[src/rtl/trap_ctrl.sv]
// ----------------------------------------------------------------------------
// trap_ctrl -- machine-mode trap sequencer
//
// This block watches the execute stage and picks one event to handle, in the
// order illegal > ecall > mret > external interrupt. A trap saves the EPC and
// cause through the CSR exception port and then redirects fetch to MTVEC. An
// mret pulses the CSR restore and then redirects fetch to the mepc the CSR
// file reports. The pipeline is stalled and flushed from the cycle an event
// is accepted until the redirect handshake completes.
//
// Ports
//   clk, rst_n          clock, asynchronous active-low reset
//   instr_valid_i       execute stage holds a valid instruction
//   instr_pc_i          PC of that instruction
//   illegal_i/ecall_i/mret_i   instruction class, qualified by instr_valid_i
//   irq_i, mie_i        level interrupt request and mstatus.MIE
//   epc_i               current mepc from the CSR file
//   save_epc_o, pc_o    one-cycle save strobe and the EPC to save
//   mret_o              one-cycle MIE restore strobe
//   cause_valid_o, cause_o     mcause strobe (with save_epc_o) and value
//   flush_o, stall_o    kill in-flight instructions / freeze the pipeline
//   redirect_valid_o, redirect_pc_o, redirect_ready_i   fetch redirect handshake
// ----------------------------------------------------------------------------
module trap_ctrl #(
   parameter logic [31:0] MTVEC = 32'h0000_0100
) (
   input  logic        clk,
   input  logic        rst_n,
   input  logic        instr_valid_i,
   input  logic [31:0] instr_pc_i,
   input  logic        illegal_i,
   input  logic        ecall_i,
   input  logic        mret_i,
   input  logic        irq_i,
   input  logic        mie_i,
   input  logic [31:0] epc_i,
   output logic        save_epc_o,
   output logic [31:0] pc_o,
   output logic        mret_o,
   output logic        cause_valid_o,
   output logic [31:0] cause_o,
   output logic        flush_o,
   output logic        stall_o,
   output logic        redirect_valid_o,
   output logic [31:0] redirect_pc_o,
   input  logic        redirect_ready_i
);

   localparam logic [31:0] CAUSE_ILLEGAL = 32'd2;
   localparam logic [31:0] CAUSE_ECALL   = 32'd11;
   localparam logic [31:0] CAUSE_IRQ     = 32'h8000_000B;

   typedef enum logic [1:0] {
      ST_IDLE     = 2'd0,
      ST_SAVE     = 2'd1,
      ST_MRET     = 2'd2,
      ST_REDIRECT = 2'd3
   } state_e;

   state_e      state_q;
   logic [31:0] epc_q;
   logic [31:0] cause_q;
   logic [31:0] target_q;
   logic        save_q;
   logic        mret_q;
   logic        redir_valid_q;

   logic        trap_take;
   logic        mret_take;
   logic [31:0] cause_d;

   // Event selection; only IDLE looks at the execute stage, so events that
   // arrive mid-sequence are dropped (the pipeline is being flushed anyway).
   always_comb begin
      // NOTE: every signal gets a default before the branches so no latch is inferred.
      trap_take = 1'b0;
      mret_take = 1'b0;
      cause_d   = cause_q;
      if (state_q == ST_IDLE && instr_valid_i) begin
         if (illegal_i) begin
            trap_take = 1'b1;
            cause_d   = CAUSE_ILLEGAL;
         end else if (ecall_i) begin
            trap_take = 1'b1;
            cause_d   = CAUSE_ECALL;
         end else if (mret_i) begin
            mret_take = 1'b1;
         end else if (irq_i && mie_i) begin
            trap_take = 1'b1;
            cause_d   = CAUSE_IRQ;
         end
      end
   end

   // Sequencer: strobes are registered and default low, so each is exactly
   // one cycle wide and the states that raise them are mutually exclusive.
   always_ff @(posedge clk or negedge rst_n) begin
      if (!rst_n) begin
         state_q       <= ST_IDLE;
         epc_q         <= '0;
         cause_q       <= '0;
         target_q      <= '0;
         save_q        <= 1'b0;
         mret_q        <= 1'b0;
         redir_valid_q <= 1'b0;
      end else begin
         // NOTE: sequential state uses non-blocking assignments only.
         save_q <= 1'b0;
         mret_q <= 1'b0;
         unique case (state_q)
            ST_IDLE: begin
               if (trap_take) begin
                  epc_q   <= instr_pc_i;
                  cause_q <= cause_d;
                  save_q  <= 1'b1;
                  state_q <= ST_SAVE;
               end else if (mret_take) begin
                  mret_q  <= 1'b1;
                  state_q <= ST_MRET;
               end
            end
            ST_SAVE: begin
               target_q      <= MTVEC;
               redir_valid_q <= 1'b1;
               state_q       <= ST_REDIRECT;
            end
            ST_MRET: begin
               // epc_i is sampled while mret_o is high, i.e. before the CSR
               // file could be written by anything else.
               target_q      <= epc_i;
               redir_valid_q <= 1'b1;
               state_q       <= ST_REDIRECT;
            end
            ST_REDIRECT: begin
               if (redirect_ready_i) begin
                  redir_valid_q <= 1'b0;
                  state_q       <= ST_IDLE;
               end
            end
            default: state_q <= ST_IDLE;
         endcase
      end
   end

   assign save_epc_o       = save_q;
   assign cause_valid_o    = save_q;
   assign pc_o             = epc_q;
   assign cause_o          = cause_q;
   assign mret_o           = mret_q;
   assign redirect_valid_o = redir_valid_q;
   assign redirect_pc_o    = target_q;

   // Stall/flush must cover the accepting cycle itself, hence the
   // combinational term on top of the state decode.
   assign flush_o = trap_take | mret_take | (state_q != ST_IDLE);
   assign stall_o = flush_o;

endmodule

[config.mk]
export PLATFORM = sky130hd
export DESIGN_NAME = trap_ctrl
export DESIGN_NICKNAME = d
export VERILOG_FILES = /design/src/rtl/trap_ctrl.sv
export SDC_FILE = /design/constraint.sdc
export NUM_CORES = 1
export LEC_CHECK = 0
export BUFFER_PORTS_ARGS = -buffer_cell sky130_fd_sc_hd__buf_4
export CAP_MARGIN = 10
export CORE_MARGIN = 3
export CORE_UTILIZATION = 44
export DETAILED_ROUTE_END_ITERATION = 8
export GPL_ROUTABILITY_DRIVEN = 0
export GPL_TIMING_DRIVEN = 0
export PLACE_DENSITY = 0.88
export SYNTH_ARGS = -nofsm -noshare
export SYNTH_HDL_FRONTEND = slang
export SYNTH_SLANG_ARGS = --single-unit
[constraint.sdc]
create_clock -name clk -period 2 [get_ports clk]
set_clock_uncertainty 0.15 [all_clocks]
set_input_delay 0.1 -clock clk [delete_from_list [all_inputs] [get_ports clk]]
set_output_delay 0.1 -clock clk [all_outputs]
set_load 0.1 [all_outputs]
Word level (Yosys, flattened, before mapping)
Index checks and enable logic that the tools add are counted.

operators by class
  bitwise operators = 2
  multiplexer cells = 25
  reduce and logical (&&, ||, !) cells = 12
  equality and inequality tests = 6

operators with widths
  kind                                                             count
  32-bit two-way mux                                               4
  32-bit case mux with 2 select lines                              1
  1-bit two-way mux                                                15
  2-bit two-way mux                                                3
  3-bit inequality test, second input constant                     2
  2-bit case mux with 3 select lines                               1
  2-bit AND reduction                                              3
  2-bit nonzero test                                               3
  5-bit AND reduction                                              1
  2-bit == test, second input constant                             2
  3-bit nonzero test                                               1
  2-bit by 1-bit == test with 1-bit output, second input constant  1
  1-bit logical AND                                                2
  2-bit zero test                                                  1
  2-bit inequality test, second input constant                     1
  1-bit OR                                                         2
  1-bit case mux with 2 select lines                               1
  2-bit OR reduction                                               1

word-level totals
  flip-flop bits (word level) = 101
  input bits = 73
  output and inout bits = 102

Depth between registers and ports, before layout
  word-level depth = 8
  gate-level depth with buffers = 7
  gate-level depth less buffers = 5

Least setup slack after synthesis
Ideal clock, no wire load.

  kind = flip-flop to output port
  start point = register state_q[0]
  end point = output port stall_o
  cell stages (with the launch flop) = 6
  path buffers = 1
  required time = 1.750 ns
  setup slack = -1.795 ns
  arrival time = 3.545 ns
  cells stage by stage = dfrtp_1 > inv_1 > ha_1 > and3_1 > o21ai_0 > buf_4

between the ends
  longest elaborated chain between the ends = 5
  elaborated cells between the ends (all ways) = 7
  those cells by class = mux (2); bitwise (2); reduce/logical (3)

RTL lines
  what                      line  text
  start: declaration        60    state_e state_q;
  start signal: assignment  99    state_q <= ST_IDLE;
  start signal: assignment  116   state_q <= ST_SAVE;
  start signal: assignment  119   state_q <= ST_MRET;
  2-bit zero test           79    if (state_q == ST_IDLE && instr_valid_i) begin
  1-bit logical AND         79
  1-bit two-way mux         79
  1-bit OR                  155   assign flush_o = trap_take | mret_take | (state_q != ST_IDLE);
  1-bit OR *                155
  end: declaration          43    output logic stall_o,

Every way passes the cells marked *; elsewhere a longest branch is shown, timed or not.

Worst setup path in the final report
  start point = register state_q[1]
  end point = output port flush_o

between the ends
  longest elaborated chain between the ends = 5
  elaborated cells between the ends (all ways) = 7
  those cells by class = mux (2); bitwise (2); reduce/logical (3)

RTL lines
  what               line  text
  2-bit zero test    79
  1-bit logical AND  79
  1-bit two-way mux  79
  1-bit OR           155
  1-bit OR *         155
  end: declaration   42    output logic flush_o,

Marks and branches as above.

==> results_dict.tcl <==
set metrics [dict create \
    grt_max_degree 73 \
    placed_area_mm2 0.00448 \
    cts.path.max_buffers 2 \
    worst_setup_path_end_kind "output port" \
    clk_pin_slew_ns 0.07 \
    fp.coreArea_mm2 0.00687 \
    multi_input_area_mm2 0.00102 \
    row_count 30 \
    numPortBuffers 146 \
    finalHoldViolCount 0 \
    final_cell_mix "buf_4 (179), dfrtp_1 (72), dlygate4sd3_1 (72), inv_1 (37), o21ai_0 (32)" \
    final_net_count 616 \
    antenna_cells 0 \
    wirelength_mm 10.3 \
    cts_buffers 9 \
    grt_antenna_before_repair 0 \
    worst_slack_ns 0.0551 \
    setup_viol 0 \
    critPathRequiredTime_ns 1.75 \
    initialDrtViolationCount 95 \
    yosys_warnings 0 \
    cts_tree "yes" \
    status "completed" \
    ant_nets 0 \
    dr_total_vias 2968 \
    syn_area_mm2 0.00314 \
    dr.pass1.iters 5 \
    crit_family "buffers and inverters" \
    critPathLaunch "state_q[1]$_DFFE_PN0P_" \
    ctsHtreeMaxLevel 3 \
    period_needed_ns 1.94 \
    cp.arrival_ns 1.69 \
    crit_fanout 9 \
    crit_type "flop to output port" \
    dp_slack_ns -0.0227 \
    initial_utilization_pct 45.7 \
    pin_count 175 \
    die_y_um 90.5 \
    fmax_ghz 0.514 \
    final_common_cell "buf_4" \
    grt_setup_unrepaired "false" \
    viasPerCell 4.64 \
    hp-class "input pin to flop" \
    cp_slowest_cell "dfrtp_1" \
    cap_violations 0 \
    design_area_mm2 0.00545 \
    ys_seq_elements 72 \
    critPathBufInv 2 \
    area_growth_pct 73.8 \
    fp.dieW_um 90.5 \
    dieArea_mm2 0.00818 \
    startpoint_type "flop" \
    min-delay-start "mie_i" \
    hpwl_mm 6.04 \
    max_stage_delay_ns 0.40 \
    syn_inst 280 \
    fin_crit_sh_pct 97.2 \
    grt_pass1_vias 3324 \
    synth_cell_types 32 \
    slew_headroom_pct 40.9 \
    r2r_start "state_q[0]$_DFFE_PN0P_" \
    avgSynthCellArea_um2 11.2 \
    tightestPinTransition_ns 0.886 \
    grt_overflow 0 \
    routedWlPerCell_um 16.1 \
    drc 0 \
    crit_chain "inv_1, ha_4, and3_1, o21ai_4, buf_4" \
    clock_insertion_delay_worst_skew_ns 0.33 \
    drive_gt1_share_pct 42.8 \
    fillers 395 \
    clock_sinks 72 \
    cts-root-buf "clkbuf_8" \
    yosysSeqAreaShare_pct 57.4 \
    grt_first_pass_wirelength_mm 16.7 \
    regArea_mm2 0.00180 \
    drv_slew 0 \
    grt_usage_pct 25.6 \
]
routing by layer:
layer,up-vias,track usage [%],wire [um]
li1,1373,-,-
met1,1417,28.2,3840
met2,154,46.9,5560
met3,24,7.25,684
met4,0,8.93,231
met5,-,0,0
kinds of logic (layout without fill, tap and decap cells):
group                    after synthesis  count (layout)  synth area share (%)
buffers and inverters                 79             316                  13.9
flip-flops                            72              72                  57.4
AND/OR/NAND/NOR                       50              50                  8.09
AO/OA/AOI/OAI                         43              43                  7.78
multiplexers                          32              32                  11.5
adder cells (fa/ha/maj)                3               3                  1.20
other                                  1              28                 0.120
cell type report:
class | count | area share (%)
clock buffer | 11 | 2.41
sequential | 72 | 33.0
buffer | 42 | 5.74
tap | 96 | 2.20
timing repair buffer | 222 | 34.0
inverter | 37 | 2.55
multi-input combinational | 156 | 18.8
clock inverter | 4 | 1.28
worst min-delay path: cells and delay by family:
family / cells / cell delay, ns
buffers and inverters: 2 / 0.28
AND/OR/NAND/NOR: 1 / 0.09
AO/OA/AOI/OAI: 1 / 0.09
final timing paths:
path / endpoint / slack (ns) / cells after the start
setup / recovery: flush_o / 0.06 / 5
hold / removal: cause_valid_o$_DFF_PN0_ / 0.12 / 4
setup reg to reg: pc_o[12]$_DFFE_PN0P_ / 0.08 / 6
hold reg to reg: cause_o[1]$_DFFE_PN0P_ / 0.34 / 1
max in group asynchronous: redirect_pc_o[25]$_DFFE_PN0P_ / 0.84 / 2
min in group asynchronous: pc_o[31]$_DFFE_PN0P_ / 0.28 / 2
through the flow:
stage	std cells	hold WS, ns	util, %	TNS (ns)
after floorplan	307	-0.346	-	0
after detailed placement	549	0.123	65.2	-0.252
after CTS	638	0.104	79.0	0
after global routing	640	0.116	79.4	0
after global placement	549	0.119	65.2	0
final	640	0.119	79.4	0
flip-flops by register name, indices dropped and copies added, names as in the netlist:
name and cells:
cause_valid_o 1, cause_o 3, redirect_valid_o 1, mret_o 1, state_q 2, redirect_pc_o 32, pc_o 32
synthesized netlist by cell type, drive strengths merged:
master	n	area, um^2
a21oi	3	26.3
a22oi	1	7.51
a2bb2oi	1	8.76
a311oi	1	8.76
a31oi	2	12.5
and2	2	12.5
and2b	1	7.51
and3	2	12.5
and3b	1	8.76
buf	37	279
clkbuf	5	18.8
conb	1	3.75
dfrtp	72	1800
ha	3	37.5
inv	37	139
mux2	32	360
nand2	21	78.8
nand3	12	60.1
nand3b	1	20.0
nor2	6	30.0
nor2b	2	12.5
nor3	1	5.00
o21ai	33	165
o22a	1	8.76
o22ai	1	6.26
or2	1	6.26
timing repair:
item,in CTS,in global routing
hold endpoints to repair,142,0
gates resized for setup,2,4
cloned,0,0
setup buffers,2,2
setup endpoints to repair,36,50
hold buffers,72,0
Power is not shown: default switching activity piles up to over one toggle a cycle in this logic, so the estimate is an artifact.
